File: config.mk
export PLATFORM = sky130hd
export DESIGN_NAME = ctrl_fsm_param_flat
export DESIGN_NICKNAME = d
export VERILOG_FILES = /design/src/rtl/ctrl_fsm_param_if.sv /design/src/rtl/ctrl_fsm_param.sv /design/src/flat_wrapper.sv
export SDC_FILE = /design/constraint.sdc
export NUM_CORES = 1
export LEC_CHECK = 0
export CAP_MARGIN = 0
export CORE_MARGIN = 8
export CORE_UTILIZATION = 34
export DETAILED_ROUTE_END_ITERATION = 6
export GPL_TIMING_DRIVEN = 0
export PLACE_DENSITY = 0.89
export SYNTH_ARGS = -nofsm -noshare
export SYNTH_HDL_FRONTEND = slang
export SYNTH_SLANG_ARGS = --single-unit
File: constraint.sdc
create_clock -name Clk -period 1.8 [get_ports Clk]
set_input_delay 0.36 -clock Clk [delete_from_list [all_inputs] [get_ports Clk]]
set_output_delay 0.36 -clock Clk [all_outputs]
set_load 0.01 [all_outputs]
File: src/rtl/ctrl_fsm_param_if.sv
// Control-unit bundle: instruction/status inputs from the datapath and the
// control lines driven back to PC, data memory, register file and ALU.
interface ctrl_fsm_param_if #(
  parameter int unsigned REG_AW  = 4,
  parameter int unsigned DATA_AW = 8,
  parameter int unsigned PC_W    = 8
);
  localparam int unsigned IR_W = 4 + REG_AW + DATA_AW;

  logic [IR_W-1:0]    IR;
  logic               Stall;
  logic               RF_Ra_zero;
  logic               PC_clr;
  logic               PC_up;
  logic               PC_ld;
  logic               IR_ld;
  logic [PC_W-1:0]    PC_val;
  logic [DATA_AW-1:0] D_addr;
  logic               D_wr;
  logic [1:0]         RF_s;
  logic [DATA_AW-1:0] Imm;
  logic               RF_W_en;
  logic [REG_AW-1:0]  RF_W_addr;
  logic [REG_AW-1:0]  RF_Ra_addr;
  logic [REG_AW-1:0]  RF_Rb_addr;
  logic [2:0]         Alu_s0;
  logic [3:0]         CurrentState;
  logic               Err;

  modport master (
    input  IR, Stall, RF_Ra_zero,
    output PC_clr, PC_up, PC_ld, IR_ld, PC_val, D_addr, D_wr, RF_s, Imm, RF_W_en,
           RF_W_addr, RF_Ra_addr, RF_Rb_addr, Alu_s0, CurrentState, Err
  );

  modport slave (
    output IR, Stall, RF_Ra_zero,
    input  PC_clr, PC_up, PC_ld, IR_ld, PC_val, D_addr, D_wr, RF_s, Imm, RF_W_en,
           RF_W_addr, RF_Ra_addr, RF_Rb_addr, Alu_s0, CurrentState, Err
  );
endinterface

File: src/rtl/ctrl_fsm_param.sv
// Parametrised processor control FSM: fetch/decode/execute sequencing with
// configurable load latency, jumps, fetch stall and a sticky illegal-opcode flag.
module ctrl_fsm_param #(
  parameter int unsigned REG_AW   = 4,
  parameter int unsigned DATA_AW  = 8,
  parameter int unsigned PC_W     = 8,
  parameter int unsigned MEM_WAIT = 1
) (
  input logic              Clk,
  input logic              Reset,
  ctrl_fsm_param_if.master bus
);
  localparam int unsigned IR_W = 4 + REG_AW + DATA_AW;
  localparam int unsigned T    = IR_W - 5;
  localparam int unsigned CntW = (MEM_WAIT > 1) ? $clog2(MEM_WAIT) : 1;

  if (DATA_AW < 2 * REG_AW) begin : g_chk_aw
    $error("DATA_AW must be at least 2*REG_AW");
  end
  if (PC_W > DATA_AW) begin : g_chk_pc
    $error("PC_W must not exceed DATA_AW");
  end
  if (MEM_WAIT < 1) begin : g_chk_wait
    $error("MEM_WAIT must be at least 1");
  end

  typedef enum logic [3:0] {
    StNoop   = 4'd0,
    StStore  = 4'd1,
    StLoadA  = 4'd2,
    StLoadB  = 4'd3,
    StAdd    = 4'd4,
    StSub    = 4'd5,
    StHalt   = 4'd6,
    StInit   = 4'd7,
    StFetch  = 4'd8,
    StDecode = 4'd9,
    StLdi    = 4'd10,
    StJmp    = 4'd11,
    StJz     = 4'd12
  } state_e;

  state_e            state_q, state_d;
  logic              err_q, err_d;
  logic [CntW-1:0]   cnt_q, cnt_d;

  logic [3:0]         opcode;
  logic [REG_AW-1:0]  ra, rb, rw;
  logic [DATA_AW-1:0] hi, lo;
  logic [PC_W-1:0]    tgt;

  assign opcode = bus.IR[IR_W-1 -: 4];
  assign ra     = bus.IR[T -: REG_AW];
  assign rb     = bus.IR[T-REG_AW -: REG_AW];
  assign rw     = bus.IR[REG_AW-1:0];
  assign hi     = bus.IR[T:REG_AW];
  assign lo     = bus.IR[DATA_AW-1:0];
  assign tgt    = bus.IR[PC_W-1:0];

  always_ff @(posedge Clk) begin
    if (Reset) begin
      state_q <= StInit;
      err_q   <= 1'b0;
      cnt_q   <= '0;
    end else begin
      state_q <= state_d;
      err_q   <= err_d;
      cnt_q   <= cnt_d;
    end
  end

  always_comb begin
    state_d = state_q;
    err_d   = err_q;
    cnt_d   = '0;
    case (state_q)
      StInit:  state_d = StFetch;
      StFetch: if (!bus.Stall) state_d = StDecode;
      StDecode: begin
        case (opcode)
          4'd0:    state_d = StNoop;
          4'd1:    state_d = StStore;
          4'd2:    state_d = StLoadA;
          4'd3:    state_d = StAdd;
          4'd4:    state_d = StSub;
          4'd5:    state_d = StHalt;
          4'd6:    state_d = StLdi;
          4'd7:    state_d = StJmp;
          4'd8:    state_d = StJz;
          default: begin
            state_d = StHalt;
            err_d   = 1'b1;
          end
        endcase
      end
      StLoadA: begin
        // Count resets to zero on exit so the next load starts fresh.
        if (cnt_q == CntW'(MEM_WAIT - 1)) begin
          state_d = StLoadB;
        end else begin
          cnt_d = cnt_q + 1'b1;
        end
      end
      StNoop, StStore, StLoadB, StAdd, StSub, StLdi, StJmp, StJz: state_d = StFetch;
      StHalt:  state_d = StHalt;
      default: state_d = StInit;
    endcase
  end

  always_comb begin
    bus.PC_clr     = 1'b0;
    bus.PC_up      = 1'b0;
    bus.PC_ld      = 1'b0;
    bus.IR_ld      = 1'b0;
    bus.PC_val     = '0;
    bus.D_addr     = '0;
    bus.D_wr       = 1'b0;
    bus.RF_s       = 2'd0;
    bus.Imm        = '0;
    bus.RF_W_en    = 1'b0;
    bus.RF_W_addr  = '0;
    bus.RF_Ra_addr = '0;
    bus.RF_Rb_addr = '0;
    bus.Alu_s0     = 3'd0;
    // Reset masks the current state so an aborted instruction issues no writes.
    if (Reset) begin
      bus.PC_clr = 1'b1;
    end else begin
      case (state_q)
        StInit: bus.PC_clr = 1'b1;
        StFetch: begin
          bus.IR_ld = !bus.Stall;
          bus.PC_up = !bus.Stall;
        end
        StStore: begin
          bus.D_addr     = lo;
          bus.D_wr       = 1'b1;
          bus.RF_Ra_addr = ra;
        end
        StLoadA, StLoadB: begin
          bus.D_addr    = hi;
          bus.RF_s      = 2'd1;
          bus.RF_W_addr = rw;
          bus.RF_W_en   = (state_q == StLoadB);
        end
        StAdd, StSub: begin
          bus.RF_Ra_addr = ra;
          bus.RF_Rb_addr = rb;
          bus.RF_W_addr  = rw;
          bus.RF_W_en    = 1'b1;
          bus.Alu_s0     = (state_q == StAdd) ? 3'd1 : 3'd2;
        end
        StLdi: begin
          bus.RF_s      = 2'd2;
          bus.Imm       = hi;
          bus.RF_W_addr = rw;
          bus.RF_W_en   = 1'b1;
        end
        StJmp: begin
          bus.PC_ld  = 1'b1;
          bus.PC_val = tgt;
        end
        StJz: begin
          bus.RF_Ra_addr = ra;
          bus.PC_val     = tgt;
          bus.PC_ld      = bus.RF_Ra_zero;
        end
        default: ;
      endcase
    end
  end

  assign bus.CurrentState = state_q;
  assign bus.Err          = err_q;
endmodule
File: src/flat_wrapper.sv
// flat-port wrapper written by rule: the top's interface ports become plain ports
module ctrl_fsm_param_flat 
#(
  parameter int unsigned REG_AW   = 4,
  parameter int unsigned DATA_AW  = 8,
  parameter int unsigned PC_W     = 8,
  parameter int unsigned MEM_WAIT = 1
)
  (Clk, Reset, bus_IR, bus_Stall, bus_RF_Ra_zero, bus_PC_clr, bus_PC_up, bus_PC_ld, bus_IR_ld, bus_PC_val, bus_D_addr, bus_D_wr, bus_RF_s, bus_Imm, bus_RF_W_en, bus_RF_W_addr, bus_RF_Ra_addr, bus_RF_Rb_addr, bus_Alu_s0, bus_CurrentState, bus_Err);
  ctrl_fsm_param_if #(.REG_AW(REG_AW), .DATA_AW(DATA_AW), .PC_W(PC_W)) bus_i ();
  input logic Clk;
  input logic Reset;
  input wire logic [$bits(bus_i.IR)-1:0] bus_IR;
  input wire logic [$bits(bus_i.Stall)-1:0] bus_Stall;
  input wire logic [$bits(bus_i.RF_Ra_zero)-1:0] bus_RF_Ra_zero;
  output wire logic [$bits(bus_i.PC_clr)-1:0] bus_PC_clr;
  output wire logic [$bits(bus_i.PC_up)-1:0] bus_PC_up;
  output wire logic [$bits(bus_i.PC_ld)-1:0] bus_PC_ld;
  output wire logic [$bits(bus_i.IR_ld)-1:0] bus_IR_ld;
  output wire logic [$bits(bus_i.PC_val)-1:0] bus_PC_val;
  output wire logic [$bits(bus_i.D_addr)-1:0] bus_D_addr;
  output wire logic [$bits(bus_i.D_wr)-1:0] bus_D_wr;
  output wire logic [$bits(bus_i.RF_s)-1:0] bus_RF_s;
  output wire logic [$bits(bus_i.Imm)-1:0] bus_Imm;
  output wire logic [$bits(bus_i.RF_W_en)-1:0] bus_RF_W_en;
  output wire logic [$bits(bus_i.RF_W_addr)-1:0] bus_RF_W_addr;
  output wire logic [$bits(bus_i.RF_Ra_addr)-1:0] bus_RF_Ra_addr;
  output wire logic [$bits(bus_i.RF_Rb_addr)-1:0] bus_RF_Rb_addr;
  output wire logic [$bits(bus_i.Alu_s0)-1:0] bus_Alu_s0;
  output wire logic [$bits(bus_i.CurrentState)-1:0] bus_CurrentState;
  output wire logic [$bits(bus_i.Err)-1:0] bus_Err;
  assign bus_i.IR = bus_IR;
  assign bus_i.Stall = bus_Stall;
  assign bus_i.RF_Ra_zero = bus_RF_Ra_zero;
  assign bus_PC_clr = bus_i.PC_clr;
  assign bus_PC_up = bus_i.PC_up;
  assign bus_PC_ld = bus_i.PC_ld;
  assign bus_IR_ld = bus_i.IR_ld;
  assign bus_PC_val = bus_i.PC_val;
  assign bus_D_addr = bus_i.D_addr;
  assign bus_D_wr = bus_i.D_wr;
  assign bus_RF_s = bus_i.RF_s;
  assign bus_Imm = bus_i.Imm;
  assign bus_RF_W_en = bus_i.RF_W_en;
  assign bus_RF_W_addr = bus_i.RF_W_addr;
  assign bus_RF_Ra_addr = bus_i.RF_Ra_addr;
  assign bus_RF_Rb_addr = bus_i.RF_Rb_addr;
  assign bus_Alu_s0 = bus_i.Alu_s0;
  assign bus_CurrentState = bus_i.CurrentState;
  assign bus_Err = bus_i.Err;
  ctrl_fsm_param #(.REG_AW(REG_AW), .DATA_AW(DATA_AW), .PC_W(PC_W), .MEM_WAIT(MEM_WAIT)) u_core (.Clk(Clk), .Reset(Reset), .bus(bus_i));
endmodule
==> reports/qor.yml <==
setup_path:
  crit_top_cell: "buf_6"
  worst-r2r-cell-count: 6
  worst_setup_path_end_kind: "output pin"
  reg2reg_slack_ps: 410
  crit_fanout: 6
  cp_cell_sequence: "buf_6, buf_8, nor4b_4, buf_6, buf_6, a22oi_1, nor2_1, buf_2"
  crit_path_start_kind: "register"
  cpPeakStageDelay_ps: 350
  worstSetupPathType: "reg2out"
  crit_path_top_delay_cell: "dfxtp_4"
  startpoint: "u_core.bus.CurrentState[2]"
  critical_path.reg2reg.startpoint: "u_core.bus.CurrentState[2]"
  r2r-end: "u_core.bus.CurrentState[1]"
  crit_end: "bus_D_addr[6]"
  critical_path_arrival_ps: 1760
  crit_required_ps: 1440
die:
  die_h_um: 68.3
  rows: 19
  num_io_pins: 72
  dieArea_um2: 4660
  core_um2: 2690
  start_util_pct: 34.6
  die_w_um: 68.3
timing:
  finalHoldViolations: 0
  grt_setup_unrepaired: "true"
  drv_slew: 0
  skew_ps: 6.31
  final.setup.tns_ps: -5410
  layout_min_cycle_time_ps: 2120
  finalSetupViolations: 36
  fmax_mhz: 471
  period_share_pct: 118
  worst_slack_ps: -323
synthesis:
  ys_ff_latch: 6
  ys_seq_area_share_pct: 12.9
  post_synth_num_cell_types: 45
  synth_common_cells: "26 x nor2_1, 12 x and2_1, 9 x nand2b_1"
  syn_inst: 130
  yosysWarnings: 0
  yosysMostFrequentCell: "nor2_1"
  syn_area_um2: 930
  syn-mean-instance-area_um2: 7.15
  synth-async-reset-ratio_pct: 0
  synth.area.top_cells: "dfxtp_1 13%, nor2_1 10%, and2_1 8.1%"
  synthFlopType: "dfxtp_1"
  yosysTopAreaCellShare_pct: 12.9
  synth.largest_area_cell: "dfxtp_1"
  synth-edff-count: 0
clocking:
  cts_tree: "done"
  cts_hold_buf: 0
  cts_buffers: 3
  h-tree-depth: 1
  clockRootBuffer: "clkbuf_4"
  clockBufferDepth: 2
  cts.sinks: 6
  clkLatencyLatePin_ps: 250
  clk_pin_slew_ps: 50
drt:
  drtAntennaViolNets: 0
  num_vias: 1449
  firstDrtPassIters: 4
  wirelength_mm: 4.81
  viasPerCell: 5.47
  drc: 0
  wire_per_inst_um: 18.1
  drtIter0Drc: 76
worst_hold_path:
  worstHoldPathType: "reg2reg"
  min_from: "u_core.bus.Err"
power:
  leakage_nw: 0.968
  irDropWorstVdd_v: 0.000447
  power_density_nw_per_um2: 630
global_route:
  first_global_vias: 1342
  grt_usage_pct: 17.5
  antenna_found_initial: 0
  overflow: 0
  grt_max_degree: 11
  grt_pass1_wl_mm: 6.46
place:
  dp_hpwl_mm: 2.91
  place_area_um2: 1680
  io_buffers: 70
  routabilityCongestion: 0.839
layout:
  design_area_um2: 2090
  area_delta_synth_final_pct: 125
  post-route-util_pct: 78.0
  drive_gt1_share_pct: 56.8
  finalNetCount: 256
  n_antenna_cell: 0
job:
  maxCapViolCount: 0
status:
  violations: "negative setup slack"
  status: "complete, but fails checks"
## cell families after synthesis
kind of cell	count (synthesis)	synth area share [%]
buffers and inverters	14	7.94
muxes	1	1.21
DFF	6	12.9
AOI/OAI and AO/OA	31	25.7
xor gates and xnor gates	2	1.88
other	1	0.403
and+or+nand+nor	75	49.9
## metal layers
metal	vias up	share of wire, %	GRT usage (%)
met5	-	0	0
li1	666	-	-
met4	0	2.7	6.65
met1	691	36	19.0
met2	79	53	32.6
met3	13	8.2	3.11
## placed cells by master (no fill, tap or decap), types with 2 or more instances in the layout
| cell | synthesis | layout |
|---|---|---|
| inv_1 | 2 | 2 |
| nand3b_1 | 2 | 2 |
| nand2b_4 | 0 | 3 |
| buf_4 | 4 | 17 |
| nor2_1 | 26 | 19 |
| clkbuf_4 | 0 | 4 |
| buf_2 | 4 | 28 |
| clkdlybuf4s50_1 | 0 | 23 |
| buf_6 | 0 | 32 |
| conb_1 | 1 | 2 |
| nor3_1 | 3 | 3 |
| nor2b_1 | 3 | 2 |
| and2_1 | 12 | 5 |
| nor3b_2 | 5 | 4 |
| dfxtp_4 | 0 | 3 |
| dfxtp_1 | 6 | 2 |
| a22oi_1 | 8 | 5 |
| nand2_1 | 4 | 4 |
| o21ai_0 | 5 | 4 |
| nor2_4 | 0 | 4 |
| a31oi_1 | 2 | 2 |
| clkbuf_2 | 1 | 3 |
| nor3b_4 | 0 | 2 |
| and2_4 | 0 | 7 |
| dlygate4sd2_1 | 0 | 6 |
| buf_8 | 0 | 2 |
| nand2b_1 | 9 | 5 |
| a22oi_2 | 0 | 3 |
| a21oi_1 | 3 | 2 |
| nor2_2 | 0 | 3 |
| xor2_1 | 2 | 2 |
## critical path, delay by kind of cell, from the launching register on
| family | cells | cell delay (ps) |
|---|---|---|
| buffers and inverters | 5 | 660 |
| AND/OR/NAND/NOR | 2 | 420 |
| flip-flops | 1 | 350 |
| AO/OA/AOI/OAI | 1 | 70 |
## power breakdown
part / total, mW / switching [mW] / internal (mW)
combinational: 0.975 / 0.437 / 0.538
clock: 0.129 / 0.0532 / 0.0757
sequential: 0.216 / 0.0530 / 0.163
## layout make-up
type	instances	area [um2]
buffer	10	95.1
clock buffer	3	22.5
fill	168	592
inverter	2	7.51
multi-input combinational	111	930
sequential	6	133
tap	31	38.8
timing repair buffer	102	868
## state kept, by name, indices dropped and copies added, names as in the netlist
signal and cells:
u_core.bus.CurrentState 4, u_core.bus.Err 1, u_core.cnt_q 1
## per-stage QoR
step	instances	hold slack (ps)	setup WS (ps)	power [mW]
3_5_place_dp	232	490	-791	0.829
2_1_floorplan	131	505	88.4	0.548
4_1_cts	255	500	-270	1.17
5_1_grt	265	546	-394	1.38
3_3_place_gp	232	457	-800	0.815
6_report	265	498	-323	1.32
## what timing repair did
item	4_1_cts	5_1_grt
gates resized for setup	221	43
endpoints found under the setup margin	46	43
pin swaps	14	24
gates cloned	1	0
setup buffers	20	11
## worst min-delay path by stage
stage | cells past startpoint | end | slack [ps]
after detailed placement | 2 | u_core.bus.Err | 490
after floorplan | 2 | u_core.bus.Err | 500
after global placement | 2 | u_core.bus.Err | 460
final | 2 | u_core.bus.Err | 500
after CTS | 2 | u_core.bus.Err | 500
after global routing | 2 | u_core.bus.Err | 550
Power figures use the tool's default switching activity.
